<file path="src/rtl/prog_lut_pkg.sv">
// Shared types for the programmable LUT function unit: FSM encoding and depth helper.
// The SWEEP state exists only when PROG_LUT_SWEEP_EN is defined.
package prog_lut_pkg;

  typedef enum logic [1:0] {
    ST_IDLE  = 2'd0,
    ST_LOAD  = 2'd1,
`ifdef PROG_LUT_SWEEP_EN
    ST_SWEEP = 2'd3,
`endif
    ST_READY = 2'd2
  } state_e;

  function automatic int DEPTH(input int n);
    return 1 << n;
  endfunction

endpackage

</file>
<file path="src/rtl/prog_lut_fn_if.sv">
// Load/evaluate bus of prog_lut_fn; sweep signals appear only with PROG_LUT_SWEEP_EN.
// master = stimulus/control side, slave = the function unit.
interface prog_lut_fn_if #(
  parameter int N_IN = 3
);
  import prog_lut_pkg::*;

  localparam int LUT_DEPTH = DEPTH(N_IN);

  logic            load_start;
  logic            load_valid;
  logic            load_bit;
  logic            load_done;
  logic [N_IN-1:0] w;
  logic            eval_valid;
  logic            f;
  logic            f_valid;
  logic            busy;
`ifdef PROG_LUT_SWEEP_EN
  logic                 sweep_start;
  logic [LUT_DEPTH-1:0] sweep_sig;
  logic                 sweep_done;
`endif

  modport master (
    output load_start, load_valid, load_bit, w, eval_valid,
`ifdef PROG_LUT_SWEEP_EN
    output sweep_start,
    input  sweep_sig, sweep_done,
`endif
    input  load_done, f, f_valid, busy
  );

  modport slave (
    input  load_start, load_valid, load_bit, w, eval_valid,
`ifdef PROG_LUT_SWEEP_EN
    input  sweep_start,
    output sweep_sig, sweep_done,
`endif
    output load_done, f, f_valid, busy
  );

endinterface

</file>
<file path="src/rtl/lut_shadow_reg.sv">
// Shadow register filled bit by bit plus the live truth table it is copied into on commit.
// The bit written on the commit cycle is forwarded so the table sees the complete load.
module lut_shadow_reg #(
  parameter int DEPTH_P = 8,
  parameter int IDX_W   = 4
) (
  input  logic               clk,
  input  logic               rst_n,
  input  logic               clr_i,
  input  logic               wr_i,
  input  logic [IDX_W-1:0]   idx_i,
  input  logic               bit_i,
  input  logic               commit_i,
  output logic [DEPTH_P-1:0] table_o
);

  logic [DEPTH_P-1:0] shadow_q, shadow_d;
  logic [DEPTH_P-1:0] table_q, table_d;

  genvar gi;
  generate
    for (gi = 0; gi < DEPTH_P; gi++) begin : g_bit
      always_comb begin
        shadow_d[gi] = shadow_q[gi];
        if (clr_i)
          shadow_d[gi] = 1'b0;
        else if (wr_i && (idx_i == IDX_W'(gi)))
          shadow_d[gi] = bit_i;
        table_d[gi] = commit_i ? shadow_d[gi] : table_q[gi];
      end

      always_ff @(posedge clk or negedge rst_n) begin
        if (!rst_n) begin
          shadow_q[gi] <= 1'b0;
          table_q[gi]  <= 1'b0;
        end else begin
          shadow_q[gi] <= shadow_d[gi];
          table_q[gi]  <= table_d[gi];
        end
      end
    end
  endgenerate

  assign table_o = table_q;

endmodule

</file>
<file path="src/rtl/prog_lut_fn.sv">
// Programmable N_IN-input Boolean function with serially loaded truth table and registered evaluation.
// Define PROG_LUT_SWEEP_EN to add the table sweep (sweep_start/sweep_sig/sweep_done).
module prog_lut_fn
  import prog_lut_pkg::*;
#(
  parameter int N_IN  = 3,
  parameter int CNT_W = $clog2(2**N_IN) + 1
) (
  input  logic          clk,
  input  logic          rst_n,
  prog_lut_fn_if.slave  bus
);

  localparam int LUT_DEPTH = DEPTH(N_IN);

  state_e                 state_q;
  logic [CNT_W-1:0]       idx_q;
  logic                   f_q;
  logic                   f_valid_q;
  logic                   load_done_q;
  logic [LUT_DEPTH-1:0]   table_w;
  logic                   last_idx;
  logic                   shadow_wr;
  logic                   shadow_clr;
  logic                   commit;
  logic                   in_load;
  logic                   load_entry_ok;
`ifdef PROG_LUT_SWEEP_EN
  logic [LUT_DEPTH-1:0]   sweep_sig_q;
  logic                   sweep_done_q;
`endif

  assign last_idx      = (idx_q == CNT_W'(LUT_DEPTH - 1));
  assign in_load       = (state_q == ST_LOAD);
  // load_start is honoured everywhere except during a sweep
  assign load_entry_ok = (state_q == ST_IDLE) || (state_q == ST_LOAD) || (state_q == ST_READY);
  assign shadow_clr    = bus.load_start && load_entry_ok;
  assign shadow_wr     = in_load && bus.load_valid && !bus.load_start;
  assign commit        = shadow_wr && last_idx;

  lut_shadow_reg #(
    .DEPTH_P (LUT_DEPTH),
    .IDX_W   (N_IN)
  ) u_shadow (
    .clk      (clk),
    .rst_n    (rst_n),
    .clr_i    (shadow_clr),
    .wr_i     (shadow_wr),
    .idx_i    (idx_q[N_IN-1:0]),
    .bit_i    (bus.load_bit),
    .commit_i (commit),
    .table_o  (table_w)
  );

  always_ff @(posedge clk or negedge rst_n) begin
    if (!rst_n) begin
      state_q      <= ST_IDLE;
      idx_q        <= '0;
      f_q          <= 1'b0;
      f_valid_q    <= 1'b0;
      load_done_q  <= 1'b0;
`ifdef PROG_LUT_SWEEP_EN
      sweep_sig_q  <= '0;
      sweep_done_q <= 1'b0;
`endif
    end else begin
      f_valid_q   <= 1'b0;
      load_done_q <= 1'b0;
`ifdef PROG_LUT_SWEEP_EN
      sweep_done_q <= 1'b0;
`endif
      case (state_q)
        ST_IDLE: begin
          if (bus.load_start) begin
            state_q <= ST_LOAD;
            idx_q   <= '0;
          end
        end
        ST_LOAD: begin
          if (bus.load_start) begin
            idx_q <= '0;
          end else if (bus.load_valid) begin
            if (last_idx) begin
              state_q     <= ST_READY;
              idx_q       <= '0;
              load_done_q <= 1'b1;
            end else begin
              idx_q <= idx_q + 1'b1;
            end
          end
        end
        ST_READY: begin
          if (bus.load_start) begin
            state_q <= ST_LOAD;
            idx_q   <= '0;
`ifdef PROG_LUT_SWEEP_EN
          end else if (bus.sweep_start) begin
            state_q <= ST_SWEEP;
            idx_q   <= '0;
`endif
          end else if (bus.eval_valid) begin
            f_q       <= table_w[bus.w];
            f_valid_q <= 1'b1;
          end
        end
`ifdef PROG_LUT_SWEEP_EN
        ST_SWEEP: begin
          sweep_sig_q[idx_q[N_IN-1:0]] <= table_w[idx_q[N_IN-1:0]];
          if (last_idx) begin
            state_q      <= ST_READY;
            idx_q        <= '0;
            sweep_done_q <= 1'b1;
          end else begin
            idx_q <= idx_q + 1'b1;
          end
        end
`endif
        default: begin
          state_q <= ST_IDLE;
          idx_q   <= '0;
        end
      endcase
    end
  end

  assign bus.f         = f_q;
  assign bus.f_valid   = f_valid_q;
  assign bus.load_done = load_done_q;
`ifdef PROG_LUT_SWEEP_EN
  assign bus.busy       = in_load || (state_q == ST_SWEEP);
  assign bus.sweep_sig  = sweep_sig_q;
  assign bus.sweep_done = sweep_done_q;
`else
  assign bus.busy       = in_load;
`endif

endmodule

</file>
<file path="src/flat_wrapper.sv">
// flat-port wrapper written by rule: the top's interface ports become plain ports
module prog_lut_fn_flat import prog_lut_pkg::*;
#(
  parameter int N_IN  = 3,
  parameter int CNT_W = $clog2(2**N_IN) + 1
)
  (clk, rst_n, bus_load_start, bus_load_valid, bus_load_bit, bus_w, bus_eval_valid, bus_load_done, bus_f, bus_f_valid, bus_busy);
  prog_lut_fn_if #(.N_IN(N_IN)) bus_i ();
  input  logic clk;
  input  logic rst_n;
  input wire logic [$bits(bus_i.load_start)-1:0] bus_load_start;
  input wire logic [$bits(bus_i.load_valid)-1:0] bus_load_valid;
  input wire logic [$bits(bus_i.load_bit)-1:0] bus_load_bit;
  input wire logic [$bits(bus_i.w)-1:0] bus_w;
  input wire logic [$bits(bus_i.eval_valid)-1:0] bus_eval_valid;
  output wire logic [$bits(bus_i.load_done)-1:0] bus_load_done;
  output wire logic [$bits(bus_i.f)-1:0] bus_f;
  output wire logic [$bits(bus_i.f_valid)-1:0] bus_f_valid;
  output wire logic [$bits(bus_i.busy)-1:0] bus_busy;
  assign bus_i.load_start = bus_load_start;
  assign bus_i.load_valid = bus_load_valid;
  assign bus_i.load_bit = bus_load_bit;
  assign bus_i.w = bus_w;
  assign bus_i.eval_valid = bus_eval_valid;
  assign bus_load_done = bus_i.load_done;
  assign bus_f = bus_i.f;
  assign bus_f_valid = bus_i.f_valid;
  assign bus_busy = bus_i.busy;
  prog_lut_fn #(.N_IN(N_IN), .CNT_W(CNT_W)) u_core (.clk(clk), .rst_n(rst_n), .bus(bus_i));
endmodule
</file>
<file path="config.mk">
export PLATFORM = sky130hd
export DESIGN_NAME = prog_lut_fn_flat
export DESIGN_NICKNAME = d
export VERILOG_FILES = /design/src/rtl/prog_lut_pkg.sv /design/src/rtl/prog_lut_fn_if.sv /design/src/rtl/lut_shadow_reg.sv /design/src/rtl/prog_lut_fn.sv /design/src/flat_wrapper.sv
export SDC_FILE = /design/constraint.sdc
export NUM_CORES = 1
export LEC_CHECK = 0
export CAP_MARGIN = 10
export CORE_MARGIN = 2
export CORE_UTILIZATION = 29
export DETAILED_ROUTE_END_ITERATION = 10
export PLACE_DENSITY = 0.48
export RECOVER_POWER = 25
export SYNTH_ARGS = -nofsm -noshare
export SYNTH_HDL_FRONTEND = slang
export SYNTH_SLANG_ARGS = --single-unit
</file>
<file path="constraint.sdc">
create_clock -name clk -period 3.31 [get_ports clk]
set_input_delay 0.662 -clock clk [delete_from_list [all_inputs] [get_ports clk]]
set_output_delay 0.662 -clock clk [all_outputs]
set_load 0.05 [all_outputs]
</file>
==> summary.txt, run 1 <==
Outcome
  – Status: finished clean

CTS
  – Hold_buf cts: 0
  – # H-tree levels: 1
  – Post_cts resized: 0
  – Clock slew at reported path FFs: 90 ps
  – CTS sink cnt: 25
  – Skew-Pair Late Insertion Delay: 270 ps
  – Setup Buffers After CTS: 0
  – Clk root buf: clkbuf_8
  – CTS Buf Count: 3
  – Bufs on Longest Clock Path: 2
  – CTS tree: done

STA
  – Rel. slew slack: 12.99%
  – Final hold violations: 0
  – Setup TNS: 0 ps
  – # setup viols final: 0
  – Unrepaired setup endpoints after global routing: no
  – Fin crit share: 77.29%
  – Slew Limit Fails: 0
  – Slew @ Worst Pin: 1305 ps
  – Final Skew: 2.928 ps
  – Final worst path period need: 2558 ps
  – Fmax: 0.3909 GHz

Power
  – Sw Ratio: 26.94%
  – Sequential share of power: 54.8%
  – Switching pwr: 0.1574 mW
  – Power Density: 381.0 nW/um2
  – Peak supply drop: 0.0002302 V
  – Final Total Pwr: 0.5844 mW
  – Clk network pwr share: 32.1%
  – Combinational share of power: 13.0%
  – Leakage power: 0.7129 nW
  – P_int: 0.4270 mW

Place
  – Placed insts: 182
  – Cell area after placement: 1489 um2
  – Detail Placement HPWL: 2.390 mm
  – PortBufs: 12
  – Gpl congestion: 0.8044

Worst setup path
  – Crit Path Class: reg2out
  – Worst-path fanout max: 12
  – Crit path required time: 2650 ps
  – CP Capture Type: output port
  – WP data arrival: 1900 ps
  – CP Launch Type: flip-flop
  – FF-to-FF setup slack: 1540 ps

Global routing
  – Largest net degree at the start of global routing: 26
  – Gr busiest metal: met2
  – Grt met2 use: 21.11%
  – Global Route met1 Usage: 18.92%
  – First-pass GRT wire length: 5.471 mm
  – M3 GR Usage: 3.453%
  – Overflow after GRT: 0
  – Number of global-route vias before repair: 1061
  – Total GRT Usage: 13.35%
  – Initial antenna violation count: 0

Detailed routing
  – DRC: 0
  – Routed vias: 1040
  – Detailed Route WL: 3.213 mm
  – Vias per cell: 5.591
  – Routed WL per cell: 17.27 um
  – Iteration-0 DRC Markers: 101
  – Detailed Routing Iterations Pass 1: 4
  – Final ANT Viol Nets: 0

Synth
  – Post-Syn Nets: 141
  – Synth unique cells: 35
  – Post-Syn Area per Cell: 10.90 um2
  – Register area share after synthesis: 45.54%
  – Synthesis Warnings: 0
  – FF+latch count, synth: 25
  – Post-Syn Area: 1374 um2
  – Synthesized instance count: 126

Floorplan
  – DIE AREA: 5304 um2
  – Initial Util: 29.68%
  – Die Wd: 72.83 um
  – Num rows: 25
  – Die height: 72.83 um
  – Num ports: 13
  – Core Region: 4629 um2

Final layout
  – # fillers: 485
  – Antenna diodes: 0
  – Final instance area: 1534 um2
  – Final net count: 148
  – Layout cell share with drive strength beyond 1: 7.576%
  – Layout Utilization: 33.14%
  – Most frequent cells in the layout: dfrtp_1, a31oi_1, clkdlybuf4s50_1
  – Area delta synth->final: 11.66%
  – Final std cells w/o fill: 186
  – Commonest non-fill, non-tap cell in the layout: dfrtp_1

Hold path
  – Hold Path Class: reg2reg

Flow run
  – Max cap viols: 0
-- power by group through the flow --
stage / registers (mW) / logic [mW] / clock network, mW
4_1_cts: 0.320 / 0.0774 / 0.194
6_report: 0.320 / 0.0762 / 0.188
2_1_floorplan: 0.322 / 0.0533 / 0
3_3_place_gp: 0.326 / 0.0757 / 0
5_1_grt: 0.322 / 0.0840 / 0.209
3_5_place_dp: 0.326 / 0.0769 / 0
-- synthesized netlist by cell type --
master | instances | share of area [%]
a21bo_2 | 1 | 0.73
a21o_1 | 3 | 1.6
a22o_1 | 3 | 1.9
a31o_1 | 1 | 0.64
a31oi_1 | 16 | 7.3
and2_1 | 1 | 0.46
and3_4 | 1 | 0.82
and3b_1 | 1 | 0.64
and4_1 | 1 | 0.64
and4b_1 | 3 | 2.2
and4bb_2 | 1 | 0.91
buf_2 | 3 | 1.1
buf_4 | 2 | 1.1
buf_6 | 4 | 3.3
clkbuf_1 | 2 | 0.55
clkbuf_2 | 1 | 0.36
clkinv_1 | 1 | 0.27
dfrtp_1 | 25 | 46
ha_1 | 6 | 5.5
inv_1 | 7 | 1.9
mux2i_1 | 5 | 3.6
mux4_2 | 1 | 1.6
nand2_1 | 9 | 2.5
nand2b_1 | 1 | 0.46
nand3_1 | 1 | 0.36
nand4_1 | 8 | 3.6
nand4b_1 | 3 | 1.9
nand4bb_1 | 1 | 0.82
nor2b_1 | 1 | 0.46
nor2b_4 | 1 | 1.0
nor3_1 | 2 | 0.73
nor4_1 | 1 | 0.46
o211ai_1 | 5 | 2.7
o21ai_0 | 1 | 0.36
o311ai_1 | 3 | 1.9
-- routing by layer --
layer | vias up | wire [um]
met4 | 0 | 16
li1 | 490 | -
met3 | 2 | 121
met5 | - | 0
met1 | 525 | 1589
met2 | 23 | 1486
-- worst max-delay path, stage by stage, from the launching register on --
cell and delay (ps):
dfrtp_1 550, nor2b_1 240, clkdlybuf4s50_1 830
-- cells by family after synthesis --
family          Yosys count  synth area share, %
fa+ha+maj                 6                5.464
mux                       6                5.282
flops                    25                45.54
buf+inv                  20                8.560
compound gates           33                17.21
simple gates             36                17.94
-- area by class of cell --
cell class | instances | area (um2) | share of cell area (%)
Multi-Input combinational cell | 81 | 630.6 | 41.11
Sequential cell | 25 | 625.6 | 40.78
Inverter | 8 | 30.03 | 1.958
Tap cell | 54 | 67.56 | 4.405
Timing Repair Buffer | 14 | 131.4 | 8.564
Clock inverter | 1 | 7.507 | 0.4894
Clock buffer | 3 | 41.29 | 2.692
-- final timing paths --
| check | from | depth (start not counted) | end |
|---|---|---|---|
| max in group asynchronous | rst_n | 2 | u_core.u_shadow.shadow_q[7] |
| min reg2reg | u_core.idx_q[3] | 1 | u_core.idx_q[3] |
| max reg2reg | u_core.idx_q[0] | 4 | u_core.u_shadow.table_o[2] |
| min in group asynchronous | rst_n | 2 | u_core.u_shadow.shadow_q[5] |
| min | u_core.idx_q[3] | 1 | u_core.idx_q[3] |
| max | u_core.state_q[0] | 2 | bus_busy |
-- registers in the layout, summed over array words and instances (netlist names) --
signal / count
u_core.bus.load_done: 1
u_core.u_shadow.shadow_q: 8
u_core.bus.f: 1
u_core.bus.f_valid: 1
u_core.idx_q: 4
u_core.state_q: 2
u_core.u_shadow.table_o: 8
-- per-stage QoR --
stage               hold WS [ps]  setup WS, ps
finish                     506.7         751.9
floorplan                  366.4          1509
global placement           484.6          1065
CTS                        512.8         756.7
global route               546.0         660.4
detailed placement         490.6          1046
(Power assumes the default switching activity.)
==> run 2, diff against run 1 <==
Clock period 3.31 ns to 2.48 ns, I/O delays scaled along.
==> summary.txt, run 2 (synthesis results as in run 1) <==
Outcome
  – Status: finished clean (unchanged)

Global routing
  – Largest net degree at the start of global routing: 26 (unchanged)
  – Total GRT Usage: 12.20% (was 13.35%)
  – Initial antenna violation count: 0 (unchanged)
  – Overflow after GRT: 0 (unchanged)
  – First-pass GRT wire length: 4.981 mm (was 5.471 mm)
  – Number of global-route vias before repair: 1001 (was 1061)

Detailed routing
  – Max Used Layer: met4 (unchanged)
  – Detailed Routing Iterations Pass 1: 4 (unchanged)
  – DRC: 0 (unchanged)
  – Iteration-0 DRC Markers: 87 (was 101)
  – Detailed Route WL: 2.989 mm (was 3.213 mm)
  – Routed WL per cell: 16.07 um (was 17.27 um)
  – Met2 WL post-DR: 1.306 mm (was 1.486 mm)
  – WL met1: 1.485 mm (was 1.589 mm)
  – Routed wl met3: 185 um (was 121 um)
  – Vias per cell: 5.511 (was 5.591)
  – Routed vias: 1025 (was 1040)
  – Final ANT Viol Nets: 0 (unchanged)

STA
  – Slew Limit Fails: 0 (unchanged)
  – Fin crit share: 77.83%
  – Hold slack: 511.0 ps (was 506.7 ps)
  – Unrepaired setup endpoints after global routing: no (unchanged)
  – Slew @ Worst Pin: 1419 ps (was 1305 ps)
  – Final Skew: 4.975 ps (was 2.928 ps)
  – Post-route setup slack: 549.9 ps (was 751.9 ps)
  – Final hold violations: 0 (unchanged)
  – Fmax: 0.5181 GHz
  – # setup viols final: 0 (unchanged)
  – Final worst path period need: 1930 ps
  – Rel. slew slack: 5.377% (was 12.99%)
  – Setup TNS: 0 ps (unchanged)

CTS
  – Clk root buf: clkbuf_8 (unchanged)
  – Clock slew at reported path FFs: 90 ps (about the same)
  – CTS sink cnt: 25 (unchanged)
  – CTS tree: done (unchanged)
  – Hold_buf cts: 0 (unchanged)
  – # H-tree levels: 1 (unchanged)
  – CTS Buf Count: 3 (unchanged)
  – Post_cts resized: 0 (unchanged)
  – Setup Buffers After CTS: 0 (unchanged)
  – Skew-Pair Late Insertion Delay: 270 ps (about the same)
  – Bufs on Longest Clock Path: 2 (unchanged)

Worst setup path
  – Critical Path Slowest Stage Cell: clkdlybuf4s50_1 (unchanged)
  – Worst-path cell chain: clkdlybuf4s50_1 (was nor2b_1 > clkdlybuf4s50_1)
  – Worst-path fanout max: 2 (was 12)
  – Crit path required time: 1980 ps (was 2650 ps)
  – Top cell family by delay on the critical path: buffers and inverters (unchanged)
  – Worst path buffer plus inverter count: 1 (unchanged)
  – CP Launch Type: flip-flop (unchanged)
  – WP data arrival: 1430 ps (was 1900 ps)
  – Crit Path Class: reg2out (unchanged)
  – CP Capture Type: output port (unchanged)
  – CP max stage delay: 800 ps (was 830 ps)

Floorplan
  – Num ports: 13 (unchanged)
  – DIE AREA: 5304 um2 (unchanged)
  – Num rows: 25 (unchanged)
  – Core Region: 4629 um2 (unchanged)
  – Initial Util: 29.68% (unchanged)
  – Die height: 72.83 um (unchanged)
  – Die Wd: 72.83 um (unchanged)

Final layout
  – Antenna diodes: 0 (unchanged)
  – Final net count: 148 (unchanged)
  – Layout Utilization: 33.35% (was 33.14%)
  – Area delta synth->final: 12.39% (was 11.66%)
  – Layout cell share with drive strength beyond 1: 8.333% (was 7.576%)
  – Most frequent cells in the layout: dfrtp_1, a31oi_1, clkdlybuf4s50_1 (unchanged)
  – Commonest non-fill, non-tap cell in the layout: dfrtp_1 (unchanged)

Place
  – Gpl congestion: 0.7950 (was 0.8044)
  – DP Worst Slack: 397.2 ps (was 1046 ps)
  – Detail Placement HPWL: 2.279 mm (was 2.390 mm)
  – PortBufs: 12 (unchanged)

Power
  – Power Density: 506.7 nW/um2 (was 381.0 nW/um2)
  – Sequential share of power: 54.6% (was 54.8%)
  – Switching pwr: 0.2092 mW (was 0.1574 mW)
  – Final Total Pwr: 0.7824 mW (was 0.5844 mW)
  – Combinational share of power: 13.4% (was 13.0%)
  – P_int: 0.5731 mW (was 0.4270 mW)
  – Clk network pwr share: 32.0% (was 32.1%)
  – Peak supply drop: 0.0002842 V (was 0.0002302 V)
  – Leakage power: 0.7190 nW (was 0.7129 nW)
  – Sw Ratio: 26.74% (was 26.94%)

Flow run
  – Max cap viols: 0 (unchanged)

Hold path
  – Hold Path Class: reg2reg (unchanged)
run 2: cell count changes in the layout (fill, tap and decap cells not counted):
cell	change
buf_12	+1
clkdlybuf4s50_1	-1
run 2: area by class of cell:
cell class,count,area [um2]
inverters,8,30.03
well taps,54,67.56
flip-flops and latches,25,625.6
clock buffers,3,41.29
repair buffers,14,141.4
clock inverters,1,7.507
fillers,487,3085
multi-input cells,81,630.6
run 2: path summary, 6_finish.rpt:
| path | cells after the start | slack (ps) | start | end |
|---|---|---|---|---|
| worst max register to register | 4 | 700 | u_core.idx_q[0] | u_core.u_shadow.table_o[0] |
| worst min register to register | 1 | 510 | u_core.idx_q[3] | u_core.idx_q[3] |
| min in group asynchronous | 2 | 1080 | rst_n | u_core.u_shadow.table_o[1] |
| worst max-delay path | 1 | 550 | u_core.bus.f | bus_f |
| max in group asynchronous | 2 | 570 | rst_n | u_core.idx_q[3] |
| worst min-delay path | 1 | 510 | u_core.idx_q[3] | u_core.idx_q[3] |
run 2: stage by stage:
step                area (um2)  std cells
detailed placement        1499        182
global placement          1499        182
CTS                       1548        186
floorplan                 1374        126
finish                    1544        186
global route              1544        186
run 2: power groups by stage:
stage | clock [mW] | sequential (mW) | combinational, mW
global placement | 0 | 0.435 | 0.105
detailed placement | 0 | 0.435 | 0.107
CTS | 0.260 | 0.427 | 0.107
floorplan | 0 | 0.430 | 0.0711
global route | 0.280 | 0.429 | 0.117
finish | 0.250 | 0.427 | 0.105
run 2: per-layer routing:
layer | global-route usage (%) | vias to the layer above
met1 | 17.43 | 488
met5 | 0 | -
met2 | 18.69 | 42
met4 | 1.852 | 0
met3 | 3.591 | 2
li1 | - | 493
==> run 3, diff against run 2 <==
Settings changed: PLACE_DENSITY 0.48 to 0.5.
Clock period 2.48 ns to 1.59 ns, I/O delays scaled along.
==> summary.txt, run 3 (synthesis results as in run 1) <==
Outcome
  – Status: finished clean (unchanged)

Final layout
  – Final std cells w/o fill: 197 (was 186)
  – Layout cell share with drive strength beyond 1: 22.38% (was 8.333%)
  – Final instance area: 1630 um2 (was 1544 um2)
  – Area of the multi-input gates: 636.9 um2 (was 630.6 um2)
  – Commonest non-fill, non-tap cell in the layout: dfrtp_1 (unchanged)
  – # fillers: 474 (was 487)
  – Final net count: 159 (was 148)
  – Reg area: 629.4 um2 (was 625.6 um2)
  – Area delta synth->final: 18.67% (was 12.39%)
  – Antenna diodes: 0 (unchanged)
  – Most frequent cells in the layout: dfrtp_1, a31oi_1, buf_4 (was dfrtp_1, a31oi_1, clkdlybuf4s50_1)

Detailed routing
  – Final ANT Viol Nets: 0 (unchanged)
  – Routed vias: 1068 (was 1025)
  – DRC: 0 (unchanged)
  – Iteration-0 DRC Markers: 85 (was 87)
  – Detailed Route WL: 3.125 mm (was 2.989 mm)
  – Vias per cell: 5.421 (was 5.511)
  – Routed WL per cell: 15.86 um (was 16.07 um)
  – Detailed Routing Iterations Pass 1: 4 (unchanged)

STA
  – Final hold violations: 0 (unchanged)
  – Final worst path period need: 1520 ps
  – Hold slack: 513.3 ps (was 511.0 ps)
  – # setup viols final: 0 (unchanged)
  – Fmax: 0.6579 GHz
  – Unrepaired setup endpoints after global routing: no (unchanged)
  – Slew Limit Fails: 0 (unchanged)
  – Post-route setup slack: 70.06 ps (was 549.9 ps)
  – Slew @ Worst Pin: 642.2 ps (was 1419 ps)
  – Rel. slew slack: 57.18% (was 5.377%)
  – Fin crit share: 95.59%
  – Final Skew: 5.535 ps (was 4.975 ps)

Power
  – Combinational share of power: 14.8% (was 13.4%)
  – Power Density: 763.8 nW/um2 (was 506.7 nW/um2)
  – Clk network pwr share: 32.0% (about the same)
  – Switching pwr: 0.3365 mW (was 0.2092 mW)
  – Peak supply drop: 0.0003375 V (was 0.0002842 V)
  – P_int: 0.9088 mW (was 0.5731 mW)
  – Sw Ratio: 27.02% (was 26.74%)
  – Final Total Pwr: 1.245 mW (was 0.7824 mW)
  – Sequential share of power: 53.1% (was 54.6%)
  – Leakage power: 0.7771 nW (was 0.7190 nW)

Floorplan
  – Die Wd: 72.83 um (unchanged)
  – Initial Util: 29.68% (unchanged)
  – DIE AREA: 5304 um2 (unchanged)
  – Num rows: 25 (unchanged)
  – Num ports: 13 (unchanged)
  – Core Region: 4629 um2 (unchanged)
  – Die height: 72.83 um (unchanged)

Worst setup path
  – CP max stage delay: 430 ps (was 800 ps)
  – R2r startpoint: u_core.state_q[1] (was u_core.idx_q[0])
  – WP data arrival: 1200 ps (was 1430 ps)
  – CP Launch Type: flip-flop (unchanged)
  – Reg2Reg Depth: 5 (was 4)
  – Worst-path cell chain: nor2b_2 > buf_4 > buf_12 (was clkdlybuf4s50_1)
  – CP Capture Type: output port (unchanged)
  – Crit Path Class: reg2out (unchanged)
  – Critical Path Slowest Stage Cell: dfrtp_2 (was clkdlybuf4s50_1)
  – Worst-path fanout max: 9 (was 2)
  – Reg-to-reg endpoint: u_core.idx_q[0] (was u_core.u_shadow.table_o[0])
  – Crit path required time: 1270 ps (was 1980 ps)
  – FF-to-FF setup slack: 120 ps (was 700 ps)

Place
  – Cell area after placement: 1559 um2 (was 1499 um2)
  – DP Worst Slack: -145.3 ps (was 397.2 ps)
  – Detail Placement HPWL: 2.316 mm (was 2.279 mm)
  – Placed insts: 191 (was 182)
  – Gpl congestion: 0.8127 (was 0.7950)
  – PortBufs: 12 (unchanged)

CTS
  – CTS tree: done (unchanged)
  – Clk root buf: clkbuf_8 (unchanged)
  – Skew-Pair Late Insertion Delay: 280 ps (was 270 ps)
  – CTS sink cnt: 25 (unchanged)
  – Bufs on Longest Clock Path: 2 (unchanged)
  – CTS Buf Count: 3 (unchanged)
  – Clock slew at reported path FFs: 100 ps (was 90 ps)
  – Hold_buf cts: 0 (unchanged)
  – # H-tree levels: 1 (unchanged)

Hold path
  – Hold Path Origin: u_core.idx_q[3] (unchanged)
  – Hold Path Depth: 1 (unchanged)
  – Hold Path Class: reg2reg (unchanged)
  – Min-Delay Endpoint: u_core.idx_q[3] (unchanged)

Global routing
  – Initial antenna violation count: 0 (unchanged)
  – Overflow after GRT: 0 (unchanged)
  – Number of global-route vias before repair: 1030 (was 1001)
  – Largest net degree at the start of global routing: 26 (unchanged)
  – First-pass GRT wire length: 5.264 mm (was 4.981 mm)
  – Total GRT Usage: 13.01% (was 12.20%)

Flow run
  – Max cap viols: 0 (unchanged)
run 3: changes by cell type in the layout (fill, tap and decap cells not counted), sizes merged:
| cell | change |
|---|---|
| clkdlybuf4s50 | -3 |
| buf | +14 |
run 3: per-stage QoR:
step | utilization [%] | TNS [ps]
2_1_floorplan | - | 0
3_3_place_gp | 33.68 | -2125
3_5_place_dp | 33.68 | -2244
4_1_cts | 35.16 | 0
5_1_grt | 35.22 | 0
6_report | 35.22 | 0
run 3: how the worst max path moves through the flow:
stage / from / end / slack, ps
after floorplan: u_core.state_q[1] / u_core.u_shadow.table_o[0] / 60
after global placement: bus_load_valid / u_core.idx_q[0] / -130
after CTS: u_core.state_q[1] / bus_busy / 60
after detailed placement: bus_w[0] / u_core.bus.f / -150
after global routing: bus_load_valid / u_core.idx_q[0] / 8
final: u_core.state_q[1] / bus_busy / 70
run 3: what timing repair did:
| action | in CTS | in global routing |
|---|---|---|
| hold endpoints to repair | 0 | 0 |
| gates resized for setup | 3 | 3 |
| buffers inserted | 2 | 0 |
| setup endpoints to repair | 1 | 7 |
| gates cloned | 0 | 0 |
run 3: power groups by stage:
stage                     sequential (mW)  clock (mW)  combinational (mW)
after floorplan                     0.670           0               0.111
after global placement              0.679           0               0.171
after detailed placement            0.678           0               0.174
after CTS                           0.661       0.421               0.186
after global routing                0.665       0.443               0.204
final                               0.662       0.399               0.185
run 3: critical path: cells and delay by family, from the launching register on:
family | cells | cell delay (ps)
buffers and inverters | 2 | 350
flip-flops | 1 | 430
AND/OR/NAND/NOR | 1 | 150
run 3: routing by layer:
| metal | up-vias | global-route usage [%] | wire [um] | part of all wire (%) |
|---|---|---|---|---|
| li1 | 513 | - | - | - |
| met3 | 5 | 3.591 | 176 | 5.6 |
| met2 | 22 | 20.71 | 1537 | 49 |
| met1 | 528 | 17.61 | 1385 | 44 |
| met5 | - | 0 | 0 | 0 |
| met4 | 0 | 3.086 | 25 | 0.80 |
run 3: final cells by class:
cell class                 count  area share, %
multi-input combinational     81          39.06
sequential                    25          38.60
timing repair buffer          25          13.35
tap                           54          4.144
clock buffer                   3          2.533
inverter                       8          1.842
clock inverter                 1         0.4605
